**config.mk**
```make
export PLATFORM = sky130hd
export DESIGN_NAME = uart_rx_ctrl
export DESIGN_NICKNAME = d
export VERILOG_FILES = /design/src/rtl/uart_rx_ctrl.sv
export SDC_FILE = /design/constraint.sdc
export NUM_CORES = 1
export LEC_CHECK = 0
export BUFFER_PORTS_ARGS = -buffer_cell sky130_fd_sc_hd__buf_2
export CAP_MARGIN = 25
export CORE_MARGIN = 2
export CORE_UTILIZATION = 50
export DETAILED_ROUTE_END_ITERATION = 16
export GPL_TIMING_DRIVEN = 0
export PLACE_DENSITY = 0.77
export SLEW_MARGIN = 20
export SYNTH_ARGS = -nofsm -noshare
export SYNTH_HDL_FRONTEND = slang
export SYNTH_SLANG_ARGS = --single-unit
```
**constraint.sdc**
```tcl
create_clock -name I_clk -period 2.5 [get_ports I_clk]
set_clock_uncertainty 0.15 [all_clocks]
set_input_delay 0.75 -clock I_clk [delete_from_list [all_inputs] [get_ports I_clk]]
set_output_delay 0.75 -clock I_clk [all_outputs]
set_load 0.01 [all_outputs]
```
**src/rtl/uart_rx_ctrl.sv**
```systemverilog
// Register-mapped receive FIFO controller for uart_rx: data/status/control/count registers.
// Optional idle-timeout flag and threshold interrupt when UART_RX_CTRL_TIMEOUT_EN is defined.
module uart_rx_ctrl #(
    parameter int unsigned DEPTH        = 4,
    parameter int unsigned TIMEOUT_CLKS = 4800
) (
    input  logic       I_clk,
    input  logic       I_reset,
    input  logic       I_rx_data_ready,
    input  logic [7:0] I_rx_data,
    input  logic       I_rx_ready,
    input  logic [1:0] I_addr,
    input  logic       I_read_en,
    input  logic       I_write_en,
    input  logic [7:0] I_wdata,
    output logic [7:0] O_rdata,
    output logic       O_rdata_valid,
    output logic       O_irq
);

    localparam int unsigned AW = (DEPTH > 1) ? $clog2(DEPTH) : 1;
    localparam int unsigned CW = AW + 1;

    logic [7:0]    mem [DEPTH];
    logic [AW-1:0] wr_ptr;
    logic [AW-1:0] rd_ptr;
    logic [CW-1:0] count;
    logic [CW-1:0] count_next;
    logic          irq_en;
    logic          overrun;
    logic          timeout_flag;

    logic          empty;
    logic          full;
    logic          ctrl_wr;
    logic          flush;
    logic          clr_ovr;
    logic          pop;
    logic          push;
    logic          ovr_set;
    logic          irq_next;
    logic [7:0]    rd_mux;
    logic          unused_wdata;

    assign unused_wdata = ^{I_wdata[7:3]};

    assign empty   = (count == '0);
    assign full    = (count == CW'(DEPTH));
    assign ctrl_wr = I_write_en && (I_addr == 2'd2);
    assign flush   = ctrl_wr && I_wdata[2];
    assign clr_ovr = ctrl_wr && I_wdata[1];
    assign pop     = I_read_en && (I_addr == 2'd0) && !empty;
    // A flush frees the whole FIFO, so a same-cycle byte is always kept.
    assign push    = I_rx_data_ready && (flush || !full || pop);
    assign ovr_set = I_rx_data_ready && full && !pop && !flush;

    always_comb begin
        count_next = count;
        if (flush) begin
            count_next = push ? CW'(1) : '0;
        end else begin
            case ({push, pop})
                2'b10:   count_next = count + CW'(1);
                2'b01:   count_next = count - CW'(1);
                default: count_next = count;
            endcase
        end
    end

    // Snapshot of register state before this cycle's updates.
    always_comb begin
        rd_mux = 8'h00;
        case (I_addr)
            2'd0:    rd_mux = empty ? 8'h00 : mem[rd_ptr];
            2'd1:    rd_mux = {3'b000, timeout_flag, ~I_rx_ready, overrun, full, ~empty};
            2'd2:    rd_mux = {7'b0, irq_en};
            default: rd_mux = 8'(count);
        endcase
    end

    always_ff @(posedge I_clk) begin
        if (push) begin
            mem[wr_ptr] <= I_rx_data;
        end
    end

    always_ff @(posedge I_clk) begin
        if (I_reset) begin
            wr_ptr        <= '0;
            rd_ptr        <= '0;
            count         <= '0;
            irq_en        <= 1'b0;
            overrun       <= 1'b0;
            O_rdata       <= 8'h00;
            O_rdata_valid <= 1'b0;
            O_irq         <= 1'b0;
        end else begin
            count         <= count_next;
            O_rdata_valid <= I_read_en;
            O_irq         <= irq_next;
            if (push) begin
                wr_ptr <= wr_ptr + AW'(1);
            end
            if (flush) begin
                rd_ptr <= wr_ptr;
            end else if (pop) begin
                rd_ptr <= rd_ptr + AW'(1);
            end
            if (ctrl_wr) begin
                irq_en <= I_wdata[0];
            end
            if (ovr_set) begin
                overrun <= 1'b1;
            end else if (clr_ovr) begin
                overrun <= 1'b0;
            end
            if (I_read_en) begin
                O_rdata <= rd_mux;
            end
        end
    end

`ifdef UART_RX_CTRL_TIMEOUT_EN
    logic [15:0] idle_cnt;

    always_ff @(posedge I_clk) begin
        if (I_reset) begin
            idle_cnt     <= 16'd0;
            timeout_flag <= 1'b0;
        end else begin
            if (flush || push || pop || empty) begin
                idle_cnt <= 16'd0;
            end else if (idle_cnt != 16'(TIMEOUT_CLKS - 1)) begin
                idle_cnt <= idle_cnt + 16'd1;
            end
            if (flush || pop || empty) begin
                timeout_flag <= 1'b0;
            end else if (idle_cnt == 16'(TIMEOUT_CLKS - 1)) begin
                timeout_flag <= 1'b1;
            end
        end
    end

    assign irq_next = irq_en && ((count >= CW'(DEPTH / 2)) || timeout_flag || overrun);
`else
    logic [15:0] unused_timeout_clks;

    assign unused_timeout_clks = 16'(TIMEOUT_CLKS);
    assign timeout_flag        = 1'b0;
    assign irq_next            = irq_en && (!empty || overrun);
`endif

endmodule
```
==> results of run 1 <==
worst min-delay path by stage:
stage	from	to	slack, ns	depth (start not counted)
after global routing	rd_ptr[1]	register	0.38	1
after global placement	rd_ptr[1]	rd_ptr[1]	0.30	1
after CTS	O_rdata[3]	O_rdata[3]	0.35	2
final	rd_ptr[1]	register	0.34	1
after floorplan	rd_ptr[1]	register	0.29	1
after detailed placement	O_rdata[3]	O_rdata[3]	0.33	2
flip-flops by register name, indices dropped and copies added, names as in the netlist, named ones only:
signal / count
rd_ptr: 2
O_rdata: 8
overrun: 1
O_rdata_valid: 1
mem: 32
O_irq: 1
count: 3
irq_en: 1
wr_ptr: 2
routing by layer:
metal | routed length (um) | up-vias
li1 | - | 687
met1 | 1850 | 706
met2 | 2140 | 40
met3 | 186 | 7
met4 | 57 | 0
met5 | 0 | -
final cells by class:
cell class / count / area share [%]
Tap cell: 52 / 2.46
Timing Repair Buffer: 31 / 6.35
Multi-Input combinational cell: 99 / 31.7
Buffer: 9 / 3.08
Clock buffer: 5 / 2.61
Clock inverter: 3 / 0.948
Inverter: 2 / 0.284
Sequential cell: 53 / 52.6
critical path, delay by kind of cell:
kind                     cells  cell delay, ns
AO/OA/AOI/OAI                3            0.46
adder cells (fa/ha/maj)      1            0.43
buffers and inverters        2            0.25
AND/OR/NAND/NOR              3            0.62
logic make-up (layout without fill, tap and decap cells):
family,Yosys count,after routing
fa+ha+maj,5,5
xor+xnor,3,3
flops,53,53
simple gates,51,51
buf+inv,12,50
compound gates,28,28
mux,12,12
metrics by stage:
step	TNS, ns	setup WS, ns	utilization [%]	hold slack, ns	power, mW
after floorplan	-0.190	-0.190	-	0.287	1.12
after global placement	-0.659	-0.435	56.9	0.303	1.16
after detailed placement	-2.51	-0.519	56.9	0.331	1.17
after CTS	0	0.0113	59.2	0.346	1.66
after global routing	-0.0259	-0.0259	59.8	0.381	1.73
final	0	0.0434	59.8	0.343	1.64
synthesized netlist by cell type (all sizes together):
cell	number
clkbuf	3
dlymetal6s2s	1
nand2b	1
and2	6
o221a	1
a211oi	5
buf	6
nand2	5
inv	2
nor3b	4
mux2	2
edfxtp	32
a31oi	1
o31a	2
nand3	2
or3	2
nor3	3
ha	4
fa	1
and4b	1
a311oi	1
mux4	8
nor2b	6
xor2	1
dfxtp	21
mux2i	2
and3b	1
a21o	1
a221oi	1
or3b	1
nor2	19
a2111o	1
a22oi	4
o21ai	4
xnor2	2
a2111oi	1
a21oi	6
timing repair:
action | in CTS | in global routing
hold endpoints to repair | 0 | 0
endpoints found under the setup margin | 1 | 1
gates resized for setup | 2 | 3
setup buffers | 1 | 4
pin swaps | 1 | 3
power groups by stage:
stage / combinational, mW / clock [mW] / sequential, mW
after global routing: 0.193 / 0.551 / 0.986
after detailed placement: 0.168 / 0 / 1.00
after global placement: 0.160 / 0 / 1.00
final: 0.177 / 0.486 / 0.983
after CTS: 0.170 / 0.506 / 0.985
after floorplan: 0.114 / 0 / 1.00
==> summary.md, run 1 <==
| Metric | Value |
|---|---|
| Worst skew pair latency | approximately 0.31 ns |
| Post-CTS Hold Fix Bufs | 0 |
| Largest net degree at the start of global routing | 19 |
| CP Class | in2reg |
| Reg-to-reg startpoint | count[0] |
| Post-Synthesis Cells | around 160 |
| Dominant combinational cell family by area after synthesis | simple AND/OR/NAND/NOR gates |
| DR vias/cell | 5.67 |
| Max Clk Rate | 0.407 GHz |
| #FFs+latches synth | 53 |
| Top cell type by total area after synthesis | edfxtp_1 |
| Initial antenna violation count | 0 |
| Final ANT Viol Nets | 0 |
| Clock sinks | 53 |
| Remaining DRCs | 0 |
| H-tree levels | 2 |
| Area Overhead vs Synth | 14.4% |
| Multiplexer share of the synthesized area | under 10% |
| Crit path DAT | approximately 2.5 ns |
| Min Tclk post-route | between 2 and 2.5 ns |
| Distinct cells, synth | 45 |
| Commonest non-fill, non-tap cell in the layout | edfxtp_1 |
| Core area | 4410 um2 |
| Horiz. Die Dim | 71.9 um |
| Initial Utilization | a little over half |
| WP data required | around 2.6 ns |
| Nets@finish | 230 |
| Drt wl/cell | approximately 17 um |
| Overflow after GRT | 0 |
| Critical path capture point type | register |
| Critical Path Max Stage Delay | 0.43 ns |
| Cell count after placement | 242 |
| Drt first pass iters | 4 |
| Slew HR | about two thirds |
| Die area | approximately 5200 um2 |
| Longest Clk Path Bufs | 2 |
| Sequential fraction of the synthesis area | between 50% and 60% |
| Met1 track demand over resource | around 22% |
| Compound-Gate Fraction of Synth Area | under 10% |
| Max-slew violations | 0 |
| Max-Cap Viols | 0 |
| Synth Net Count | 193 |
| Final non-filler cell total | 254 |
| Num ports | 34 |
| Power per cell area | between 600 and 700 nW/um2 |
| Reg2reg setup slack | ~0.090 ns |
| Clk pwr share | ~30% |
| Adder-Cell Fraction of Synth Area | about 3% |
| Placed cell area | around 2500 um2 |
| Crit-path cells | buf_2 > buf_6 > nor3b_4 > and2_4 > nor2b_4 > fa_1 > o21ai_0 > a211oi_1 > o221a_2 |
| CP max-delay cell | fa_1 |
| Switching Share | 23.8% |
| # diodes | 0 |
| Final Cell Area | between 2000 and 3000 um2 |
| Commonest non-fill, non-tap cells in the layout | edfxtp_1 (32), buf_2 (27), dfxtp_1 (19), nor2_1 (19), mux4_2 (8) |
| Final setup vio count | 0 |
| DR vias | 1440 |
| Synth area leaders | edfxtp_1 (42%), dfxtp_1 (18%), mux4_2 (7.8%), nor2_1 (3.1%), ha_1 (2.2%) |
| CP startpoint kind | primary input |
| Max IR drop VDD | between 0.3 and 0.4 mV |
| Num rows | 24 |
| Die height | between 70 and 80 um |
| HPWL after detailed placement | a little under 3 mm |
| First-pass GRT wire length | 6.87 mm |
| Worst-path fanout max | 10 |
| Multi-input gate area | roughly 840 um2 |
| Synth warn | 0 |
| Top cell type's share of synthesized area | 41.6% |
| Period utilization | 98.3% |
| GPL Wtd Cong | between 0.7 and 0.8 |
| Grt met2 use | 30.6% |
| Leak | between 0.9 and 1 nW |
| Layout cells sized above 1 | 35.6% |
| R2R cell count | 7 |
| NetSw | between 0.3 and 0.4 mW |
| Hold Crit Class | reg2reg |
| Final WL | ~4.2 mm |
| Clk root buf | clkbuf_8 |
| Post-Synth Simple-Gate Area | between 10% and 20% |
| Critical Path End | count[1] |
| DR iter-0 viols | 54 |
| Synth Area in XOR/XNOR | under 10% |
| Reg2Reg Capture Point | count[1] |
| GRT met3 Usage | under 10% |
| Worst Setup SP | I_addr[1] |
| Total track usage | between 10% and 20% |
| Synth Cell Area | 2310 um2 |
| Pin slew with the least headroom to its limit | 0.481 ns |
| Outcome | completed |
| CTS tree | built |
| Internal | approximately 1.3 mW |
| Clk pin slew, worst setup/hold paths | 0.10 ns |
| Vias in the first global route | between 1000 and 1500 |
| Comb pwr share | about a tenth |
| Final Hold Vio Count | 0 |
| Buffers added on ports | 26 |
| TritonCTS buffer count | 5 |
| Seq pwr share | about 60% |
| GRT Max-Usage Layer | met2 |
| Syn_area_per_cell | roughly 14 um2 |
| Fillcell total | 347 |
| Register area | 1390 um2 |
Note: power is estimated with default switching activity, not from simulation.
==> run 2, diff against run 1 <==
--- a/config.mk
+++ b/config.mk
@@ -8,10 +8,10 @@
 export BUFFER_PORTS_ARGS = -buffer_cell sky130_fd_sc_hd__buf_2
 export CAP_MARGIN = 25
 export CORE_MARGIN = 2
-export CORE_UTILIZATION = 50
+export CORE_UTILIZATION = 34
 export DETAILED_ROUTE_END_ITERATION = 16
 export GPL_TIMING_DRIVEN = 0
-export PLACE_DENSITY = 0.77
+export PLACE_DENSITY = 0.57
 export SLEW_MARGIN = 20
 export SYNTH_ARGS = -nofsm -noshare
 export SYNTH_HDL_FRONTEND = slang
==> run 2 against run 1 <==
Hold slack got worse by 0.0061 ns. Setup slack improved by 0.058 ns. Routed wire length is 6.0% higher. First-iteration DRC count is 44% lower. Final cell count rose by 12%. Fmax grew 2.4%. Cell area up 2.0%. Sequential power about the same. Utilization down 19 points. Combinational power grew 4%. Critical endpoint unchanged. Largest cell class unchanged.
==> summary.md, run 2 (same netlist as run 1, synthesis figures left out) <==
| Metric | Value |
|---|---|
| Initial antenna violation count | 0 |
| Initial Utilization | about a third |
| Leak | about 1 nW |
| Overflow after GRT | 0 |
| Worst-path fanout max | 10 |
| Drt wl/cell | roughly 16 um |
| HP Start | rd_ptr[1] |
| Final WL | 4.49 mm |
| Num rows | 30 |
| Top Metal Used | met4 |
| HPWL after detailed placement | 2.98 mm |
| Commonest non-fill, non-tap cell in the layout | edfxtp_1 |
| WL met3 | ~200 um |
| Total track usage | 12.7% |
| WP data required | 2.56 ns |
| First-pass GRT wire length | 7.11 mm |
| Final WS setup | between 0.1 and 0.15 ns |
| Outcome | completed |
| Place WS | -0.478 ns |
| CP Class | in2reg |
| Final Hold Vio Count | 0 |
| Core area | ~6700 um2 |
| Power per cell area | 615 nW/um2 |
| Commonest non-fill, non-tap cells in the layout | edfxtp_1 (32), buf_2 (27), nor2_1 (19), dfxtp_1 (18), buf_4 (9) |
| Max-slew violations | 0 |
| Pin slew with the least headroom to its limit | roughly 0.52 ns |
| Pwr Total | between 1.5 and 2 mW |
| Num ports | 34 |
| Met2 WL post-DR | ~2.1 mm |
| Clk pin slew, worst setup/hold paths | approximately 0.09 ns |
| CP startpoint kind | primary input |
| Remaining DRCs | 0 |
| Crit path DAT | approximately 2.5 ns |
| Slew HR | between 60% and 70% |
| RSZ-0062 raised after global routing | no |
| # diodes | 0 |
| Largest register FFs | 32 |
| Post-CTS Hold Fix Bufs | 0 |
| Area Overhead vs Synth | 16.8% |
| Nets@finish | around 230 |
| DR vias/cell | 4.88 |
| Largest Register | mem |
| WL met1 | roughly 2.2 mm |
| H-tree levels | 2 |
| Hold Crit Class | reg2reg |
| GPL Wtd Cong | 0.730 |
| Layout cells sized above 1 | 36.6% |
| Critical path capture point type | register |
| Max-Cap Viols | 0 |
| TritonCTS buffer count | 5 |
| Die height | roughly 86 um |
| Period utilization | between 90% and 100% |
| DR vias | between 1000 and 1500 |
| Vias in the first global route | between 1000 and 1500 |
| Clk root buf | clkbuf_8 |
| Final setup vio count | 0 |
| Min Tclk post-route | around 2.4 ns |
| Die area | between 7000 and 8000 um2 |
| CTS tree | built |
| Largest net degree at the start of global routing | 18 |
| Horiz. Die Dim | 86.4 um |
| Worst Setup SP | I_addr[1] |
| Worst skew pair latency | approximately 0.31 ns |
| Buffers added on ports | 26 |
| Max Clk Rate | between 0.4 and 0.5 GHz |
| DR iter-0 viols | 30 |
| Max IR drop VDD | around 0.29 mV |
| Longest Clk Path Bufs | 2 |
| Top flop regs | mem (32), O_rdata (8), count (3) |
| Drt first pass iters | 4 |
| Final ANT Viol Nets | 0 |
| Clock sinks | between 50 and 60 |
| Reg-to-reg startpoint | count[1] |
run 2: cell count changes in the layout (fill, tap and decap cells not counted):
cell / delta
buf_4: +3
dfxtp_1: -1
dfxtp_2: +1
clkinv_1: +1
inv_6: -1
run 2: per-stage QoR:
stage	TNS, ns	area [um2]	hold slack (ns)	util [%]	instances
5_1_grt	0	2690	0.371	40.3	285
6_report	0	2690	0.337	40.3	285
3_5_place_dp	-2.45	2540	0.318	38.1	270
3_3_place_gp	-2.67	2540	0.311	38.1	270
2_1_floorplan	-0.190	2310	0.287	-	164
4_1_cts	0	2640	0.335	39.6	279
run 2: path summary, 6_finish.rpt:
path	end	slack [ns]	cells past startpoint
setup / recovery	count[1]	0.10	9
hold / removal	register	0.34	1
setup reg to reg	count[1]	0.16	7
hold reg to reg	register	0.34	1
run 2: area by class of cell:
cell class / count / area, um2
Multi-Input combinational cell: 99 / 836
Fill cell: 641 / 3990
Inverter: 2 / 7.51
Timing Repair Buffer: 34 / 190
Sequential cell: 53 / 1390
Tap cell: 80 / 100
Clock inverter: 3 / 20.0
Buffer: 9 / 81.3
Clock buffer: 5 / 68.8
run 2: repair_timing:
action | 4_1_cts | 5_1_grt
endpoints found under the setup margin | 1 | 1
pin swaps | 1 | 4
gates resized for setup | 2 | 4
setup buffers | 1 | 7
hold endpoints to repair | 0 | 0
run 2: layer usage:
metal / up-vias / track usage, %
li1: 693 / -
met1: 665 / 17.7
met2: 30 / 19.8
met3: 3 / 3.71
met4: 0 / 2.56
met5: - / 0
run 2: power by group:
group          internal [mW]  total [mW]  switching, mW
Combinational         0.0894       0.184         0.0942
Sequential             0.964       0.980         0.0162
Clock                  0.198       0.492          0.294
Total                   1.25        1.66          0.405
run 2: critical path: stages:
cell and delay [ns]:
buf_2 0.11, buf_6 0.13, nor3b_4 0.18, and2_4 0.25, nor2b_4 0.17, fa_1 0.42
o21ai_0 0.09, a211oi_1 0.07, o221a_2 0.28
